[config.mk]
export PLATFORM = sky130hd
export DESIGN_NAME = lsu_ctrl
export DESIGN_NICKNAME = d
export VERILOG_FILES = /design/src/rtl/lsu_ctrl.sv
export SDC_FILE = /design/constraint.sdc
export NUM_CORES = 1
export LEC_CHECK = 0
export CAP_MARGIN = 5
export CORE_MARGIN = 5
export CORE_UTILIZATION = 43
export DETAILED_ROUTE_END_ITERATION = 12
export PLACE_DENSITY = 0.77
export REMOVE_ABC_BUFFERS = 1
export SYNTH_ARGS = -nofsm -noshare
export SYNTH_HDL_FRONTEND = slang
export SYNTH_SLANG_ARGS = --single-unit
[constraint.sdc]
create_clock -name CLK -period 2.51 [get_ports CLK]
set_input_delay 0.502 -clock CLK [delete_from_list [all_inputs] [get_ports CLK]]
set_output_delay 0.502 -clock CLK [all_outputs]
set_load 0.01 [all_outputs]
[src/rtl/lsu_ctrl.sv]
// lsu_ctrl: RV32I load/store control in front of a word-addressed data TCM, with load extension and sub-word store read-modify-write
module lsu_ctrl #(
  parameter int AW = 4,
  parameter int DW = 32
) (
  input  logic          CLK,
  input  logic          RST_N,
  input  logic          req_valid,
  output logic          req_ready,
  input  logic          req_we,
  input  logic [2:0]    req_funct3,
  input  logic [AW+1:0] req_addr,
  input  logic [DW-1:0] req_wdata,
  output logic          resp_valid,
  output logic [DW-1:0] resp_rdata,
  output logic          resp_err,
  output logic [AW-1:0] RADDR,
  output logic          REN,
  input  logic [DW-1:0] RDATA,
  output logic [AW-1:0] WADDR,
  output logic [DW-1:0] WDATA,
  output logic          WEN,
  output logic [2:0]    RW_type
);
  typedef enum logic [1:0] {IDLE, READ, WRITE, RESP} state_t;
  state_t state_q, state_d;
  logic we_q, we_d, err_q, err_d, dec_err;
  logic [2:0] f3_q, f3_d;
  logic [AW+1:0] addr_q, addr_d;
  logic [15:0] wdata_q, wdata_d, lane_h;
  logic [7:0] lane_b;
  logic [DW-1:0] merge_q, merge_d, rdata_q, rdata_d, ext, merged;
  assign RADDR = addr_q[AW+1:2];
  assign WADDR = addr_q[AW+1:2];
  assign WDATA = merge_q;
  assign resp_rdata = rdata_q;
  assign resp_err = err_q;
  always_comb begin
    dec_err = req_funct3 == 3'b011 || req_funct3[2:1] == 2'b11 || (req_we && req_funct3[2]) ||
              (req_funct3[1:0] == 2'b01 && req_addr[0]) || (req_funct3[1:0] == 2'b10 && req_addr[1:0] != 2'b00);
    lane_b = RDATA[{addr_q[1:0], 3'b000} +: 8];
    lane_h = addr_q[1] ? RDATA[31:16] : RDATA[15:0];
    ext = f3_q[1] ? RDATA : f3_q[0] ? {{16{~f3_q[2] & lane_h[15]}}, lane_h} : {{24{~f3_q[2] & lane_b[7]}}, lane_b};
    merged = RDATA;
    if (f3_q[0]) merged[{addr_q[1], 4'b0000} +: 16] = wdata_q;
    else merged[{addr_q[1:0], 3'b000} +: 8] = wdata_q[7:0];
  end
  always_comb begin
    state_d = state_q;
    we_d = we_q;
    f3_d = f3_q;
    addr_d = addr_q;
    wdata_d = wdata_q;
    merge_d = merge_q;
    rdata_d = rdata_q;
    err_d = err_q;
    req_ready = state_q == IDLE;
    REN = 1'b0;
    WEN = 1'b0;
    RW_type = 3'b111;
    resp_valid = 1'b0;
    case (state_q)
      IDLE: if (req_valid) begin
        we_d = req_we;
        f3_d = req_funct3;
        addr_d = req_addr;
        wdata_d = req_wdata[15:0];
        rdata_d = '0;
        err_d = dec_err;
        merge_d = (req_we && !dec_err && req_funct3 == 3'b010) ? req_wdata : merge_q;
        state_d = dec_err ? RESP : (req_we && req_funct3 == 3'b010) ? WRITE : READ;
      end
      READ: begin
        REN = 1'b1;
        merge_d = we_q ? merged : merge_q;
        rdata_d = we_q ? rdata_q : ext;
        state_d = we_q ? WRITE : RESP;
      end
      WRITE: begin
        WEN = 1'b1;
        RW_type = 3'b010;
        state_d = RESP;
      end
      RESP: begin
        resp_valid = 1'b1;
        state_d = IDLE;
      end
      default: state_d = IDLE;
    endcase
  end
  always_ff @(posedge CLK or negedge RST_N) begin
    if (!RST_N) begin
      state_q <= IDLE;
      we_q <= 1'b0;
      f3_q <= '0;
      addr_q <= '0;
      wdata_q <= '0;
      merge_q <= '0;
      rdata_q <= '0;
      err_q <= 1'b0;
    end else begin
      state_q <= state_d;
      we_q <= we_d;
      f3_q <= f3_d;
      addr_q <= addr_d;
      wdata_q <= wdata_d;
      merge_q <= merge_d;
      rdata_q <= rdata_d;
      err_q <= err_d;
    end
  end
endmodule

## Word-level counts from Yosys, hierarchy flattened

Index checks and enable logic that the tools add are counted.

| storage, ports and cells | value |
|---|---|
| flip-flop bits (word level) | 93 |
| input port bits | 77 |
| output and inout port bits | 80 |
| logic and storage cells | 69 |

| cells by class | value |
|---|---|
| add/sub/neg operators | 2 |
| eq/ne operators | 12 |
| shifts and indexed selects | 5 |
| mux-type cells | 22 |
| bitwise logic cells | 3 |
| reductions and logical operators | 17 |

Operators by type and width:

| operator | count |
|---|---|
| 32-bit two-way mux | 8 |
| 32-bit one-hot mux with 2 select lines | 2 |
| 32-bit bitwise mux | 2 |
| 16-bit by 7-bit variable shift with 32-bit output, first input constant | 1 |
| 8-bit by 7-bit variable shift with 32-bit output, first input constant | 1 |
| 16-bit by 7-bit variable part select with 32-bit output | 1 |
| 32-bit by 6-bit variable part select with 8-bit output | 1 |
| 8-bit by 7-bit variable part select with 32-bit output | 1 |
| 16-bit two-way mux | 1 |
| 5-bit negation with 7-bit output | 2 |
| 2-bit equality test, second input constant | 4 |
| 2-bit one-hot mux with 4 select lines | 1 |
| 3-bit by 2-bit equality test with 1-bit output, second input constant | 2 |
| 1-bit logical AND | 6 |
| 2-bit two-way mux | 3 |
| 2-bit inequality test, second input constant | 3 |
| 2-bit by 1-bit equality test with 1-bit output, second input constant | 2 |
| 1-bit logical OR | 4 |
| 1-bit two-way mux | 4 |
| 4-bit AND reduction | 1 |
| 2-bit nonzero test | 2 |
| 3-bit two-way mux | 1 |
| 3-bit AND reduction | 1 |
| 1-bit AND | 2 |
| other kinds (5) | 5 |

## Logic depth before layout (Yosys ltp)

Gate-level depths: netlist (run 1).

| logic depth | value |
|---|---|
| depth in word-level cells | 11 |
| depth in mapped cells | 9 |
| gate-level depth less buffers | 6 |

## Worst setup path after synthesis (run 1)

No wires, ideal clock.

| timing | value |
|---|---|
| path kind | flip-flop to flip-flop |
| from | register addr_q[1] |
| to | register merge_q[10], in the netlist WDATA[10] |
| library setup time | 125 ps |
| arrival | 2410 ps |
| data required time | 2385 ps |
| slack | -25 ps |
| stages on the path, launching flop included | 10 |
| buffers on the path | 3 |
| cells stage by stage | dfrtp_1 buf_1 clkbuf_1 inv_1 ha_1 and4b_1 clkbuf_1 a221oi_1 nor2_1 mux2_4 |

| between the ends | value |
|---|---|
| longest elaborated chain between the ends | 6 |
| elaborated cells on any way between the ends | 11 |

Ends and longest elaborated chain:

| item | line | text |
|---|---|---|
| from (decl) | 29 | `logic [AW+1:0] addr_q, addr_d;` |
| from (signal assigned) | 105 | `addr_q <= addr_d;` |
| 5-bit negation with 7-bit output, on equally long branches | 45, 46 |  |
| 16-bit by 7-bit variable part select with 32-bit output, or another cell as far along | 45 | `if (f3_q[0]) merged[{addr_q[1], 4'b0000} +: 16] = wdata_q;` |
| 32-bit bitwise mux, on equally long branches | 45, 46 |  |
| 32-bit two-way mux (*) | 45 |  |
| 32-bit two-way mux (*) | 75 | `merge_d = we_q ? merged : merge_q;` |
| 32-bit one-hot mux with 2 select lines (*) | 62 | `case (state_q)` |
| to (signal assigned) | 107 | `merge_q <= merge_d;` |
| to (decl) | 32 | `logic [DW-1:0] merge_q, merge_d, rdata_q, rdata_d, ext, merged;` |

Every way passes the cells marked *; elsewhere a longest branch is shown, timed or not. The select of a mux whose other input is x is not followed.
A chain may end at the register's enable or synchronous reset.

## Worst setup path in the final report (run 1)

| timing | value |
|---|---|
| from | input req_valid |
| to | register merge_q[15], in the netlist WDATA[15] |

| between the ends | value |
|---|---|
| longest elaborated chain between the ends | 2 |

Ends and longest elaborated chain:

| item | line | text |
|---|---|---|
| from (decl) | 8 | `input logic req_valid,` |
| 2-bit inequality test (no source line) | - |  |
| 4-bit AND reduction (no source line) | - |  |

No other way between the ends.

==> run metrics, run 1 <==
endpoints failing setup 0; die area ~15000 sq um; largest cells by area after synthesis dfrtp_1 44%, mux2_2 13%, mux2_4 8.5%; core box area between 10000 and 15000 sq um; routability cong. 0.914; Overflow after GRT 0; Worst setup SP type input port; Skew-Pair Late Insertion Delay 0.34 ns; sequential standard cell area between 2000 and 2500 sq um; vias in the first global route 4878; antenna violations before repair 0; post-synth top area cell dfrtp_1; sequential area share after synthesis a little over two fifths; # hold bufs at CTS 0; drt drc 0; Multi-input gate area 2750 sq um; clk_skew 0.00776 ns; vias per cell between 5 and 6; Relative slew margins between 20% and 30%; Ant. Diodes 0; H-Tree Depth 3; Primary FF master, synth dfrtp_1; Final Cycle Share 97.6%; Post-synth EDFFs 0; Mapped Avg Cell Area 11.5 sq um; largest net degree at the start of global routing 52; Synth cell types 39; worst setup margin roughly 0.061 ns; pre-CTS WS -0.309 ns; number of I/O pins between 150 and 200; Syn Inst Count about 460; Num Clock Sinks slightly above 90; share of cells above drive strength 1 approximately a quarter; Peak Freq about 0.41 GHz; Max FO, Critical Path 10; # fillers ~960; Clock transition at path regs around 0.070 ns; final hold vios 0; Placement Cell Area slightly above 7000 sq um; CP Capture Type flop; critical path arrival 2.67 ns; max cap viols 0; status completed; top cell type's share of synthesized area a little over two fifths; Mapped Area between 5000 and 6000 sq um; first-pass GRT wire length between 20000 and 30000 um; Row Count 40; Synth top cells by count 93 x dfrtp_1, 62 x mux2_2, 42 x nor2_1; CTS buffer count 9; root buf cell clkbuf_16; CTS Buffer Depth 2; CP Data Required Time between 2 and 3 ns; post-route cell area 7530 sq um; maximum VDD drop between 0.0005 and 0.0006 V; clock share of power 14.9%; CTS tree yes; TritonRoute pass-1 iters 5; Switching Share 37.6%; ys async rst share 100%; total track usage 23.5%; Synth Warn # 0; Starting Density ~44%; postcts setup bufs 0; RSZ-0062 raised after global routing false; ANT nets after route 0; most common cell in the netlist dfrtp_1; total net switching power about 3.8 mW; Final Max Slew Viols 0; power density cells around 1400 nW/um^2; Syn-to-layout area delta 41.5%; WS Path Type input port to flop; total power 10.2 mW; P_leak around 3.2 nW; total number of vias approximately 4700; fin crit period roughly 2.4 ns; dpl hpwl ~13000 um; drt wl/cell approximately 22 um; # nets final 706; port bufs approximately 160; fin util 62.5%; internal power 6.38 mW; Hold Crit Class input port to async pin; height of the die about 120 um; worst-margin pin slew approximately 1.2 ns; Yosys reg bits 93; Seq pwr share 27.5%; Logic pwr share roughly 58%; initial drt markers between 500 and 600; final wirelength approximately 17000 um; Die W 121 um
cell usage in the layout, fill, tap and decap left out, types with 2 or more instances in the layout:
| cell | instances |
|---|---|
| ha_1 | 9 |
| buf_12 | 4 |
| o22ai_1 | 33 |
| a22oi_1 | 9 |
| inv_1 | 12 |
| nor3_1 | 2 |
| clkinv_2 | 2 |
| mux2_2 | 62 |
| clkbuf_8 | 2 |
| nor2b_1 | 5 |
| mux2_4 | 30 |
| bufinv_16 | 2 |
| dfrtp_1 | 92 |
| o21ai_0 | 14 |
| clkdlybuf4s50_1 | 154 |
| and2_1 | 7 |
| clkbuf_16 | 9 |
| nand2b_1 | 3 |
| nand3_1 | 4 |
| mux2i_1 | 7 |
| buf_4 | 32 |
| a211oi_1 | 7 |
| nor2_1 | 42 |
| a221o_1 | 23 |
| a221oi_1 | 32 |
| nor4bb_1 | 3 |
| nand2_1 | 5 |
routing by layer:
layer	part of all wire (%)	routed length [um]	GRT usage, %	vias to the layer above
li1	-	-	-	2095
met5	0	0	0	-
met1	42	7300	31.2	2368
met3	7.0	1220	3.59	30
met4	2.4	415	9.38	0
met2	49	8520	38.7	231
per-stage QoR:
| stage | cells | hold slack [ns] | TNS [ns] |
|---|---|---|---|
| finish | 793 | 0.193 | 0 |
| global route | 793 | 0.257 | 0 |
| CTS | 793 | 0.216 | 0 |
| detailed placement | 777 | 0.492 | -11.93 |
| global placement | 777 | 0.469 | -9.70 |
| floorplan | 418 | 0.206 | -31.82 |
cell families after synthesis:
kind of cell,count (synthesis),synth area share [%]
flops,93,43.7
mux,100,23.3
buf+inv,58,5.22
other cells,1,0.0705
fa+ha+maj,9,2.12
compound gates,128,18.8
simple gates,75,6.79
power groups by stage:
stage / Clock, mW / Combinational (mW) / Sequential (mW)
final: 1.52 / 5.88 / 2.81
after CTS: 1.52 / 5.86 / 2.79
after floorplan: 0 / 3.16 / 2.94
after global placement: 0 / 5.62 / 2.77
after detailed placement: 0 / 5.80 / 2.80
after global routing: 1.58 / 6.27 / 2.88
registers in the layout (all words and copies together), names as in the netlist:
name and cells:
state_q 2, we_q 1, resp_rdata 32, resp_err 1
addr_q 6, f3_q 3, wdata_q 16, WDATA 32
what timing repair did:
action	in CTS	in global routing
pin swaps	0	2
gates resized for setup	1	4
endpoints found under the setup margin	1	46
worst paths after layout:
check	start	to	slack, ns	cells past startpoint
min in group CLK	resp_err	resp_err	0.50	2
hold / removal	RST_N	resp_err	0.19	1
setup / recovery	req_valid	WDATA[15]	0.06	6
max in group asynchronous	RST_N	WDATA[2]	1.57	2
setup reg to reg	state_q[0]	resp_rdata[23]	0.14	6
hold reg to reg	resp_err	resp_err	0.50	2
final cells by class:
cell class	count	share of cell area [%]
Clock buffer	12	3.40
Clock inverter	4	0.930
Inverter	12	0.598
Multi-Input combinational cell	313	36.5
Sequential cell	93	30.9
Tap cell	168	2.79
Timing Repair Buffer	191	24.9
critical path, stage by stage:
cell,delay [ns]
clkdlybuf4s50_1,0.48
or3b_1,0.36
or4_4,0.44
a211o_4,0.37
buf_4,0.21
mux2_4,0.31
Note: power is estimated with default switching activity, not from simulation.
==> run 2, diff against run 1 <==
--- a/config.mk
+++ b/config.mk
@@ -5,7 +5,6 @@
 export SDC_FILE = /design/constraint.sdc
 export NUM_CORES = 1
 export LEC_CHECK = 0
-export CAP_MARGIN = 5
 export CORE_MARGIN = 5
 export CORE_UTILIZATION = 43
 export DETAILED_ROUTE_END_ITERATION = 12
==> results of run 2 <==
Same layout as run 1: the final DEF is identical, and so are final timing and power.
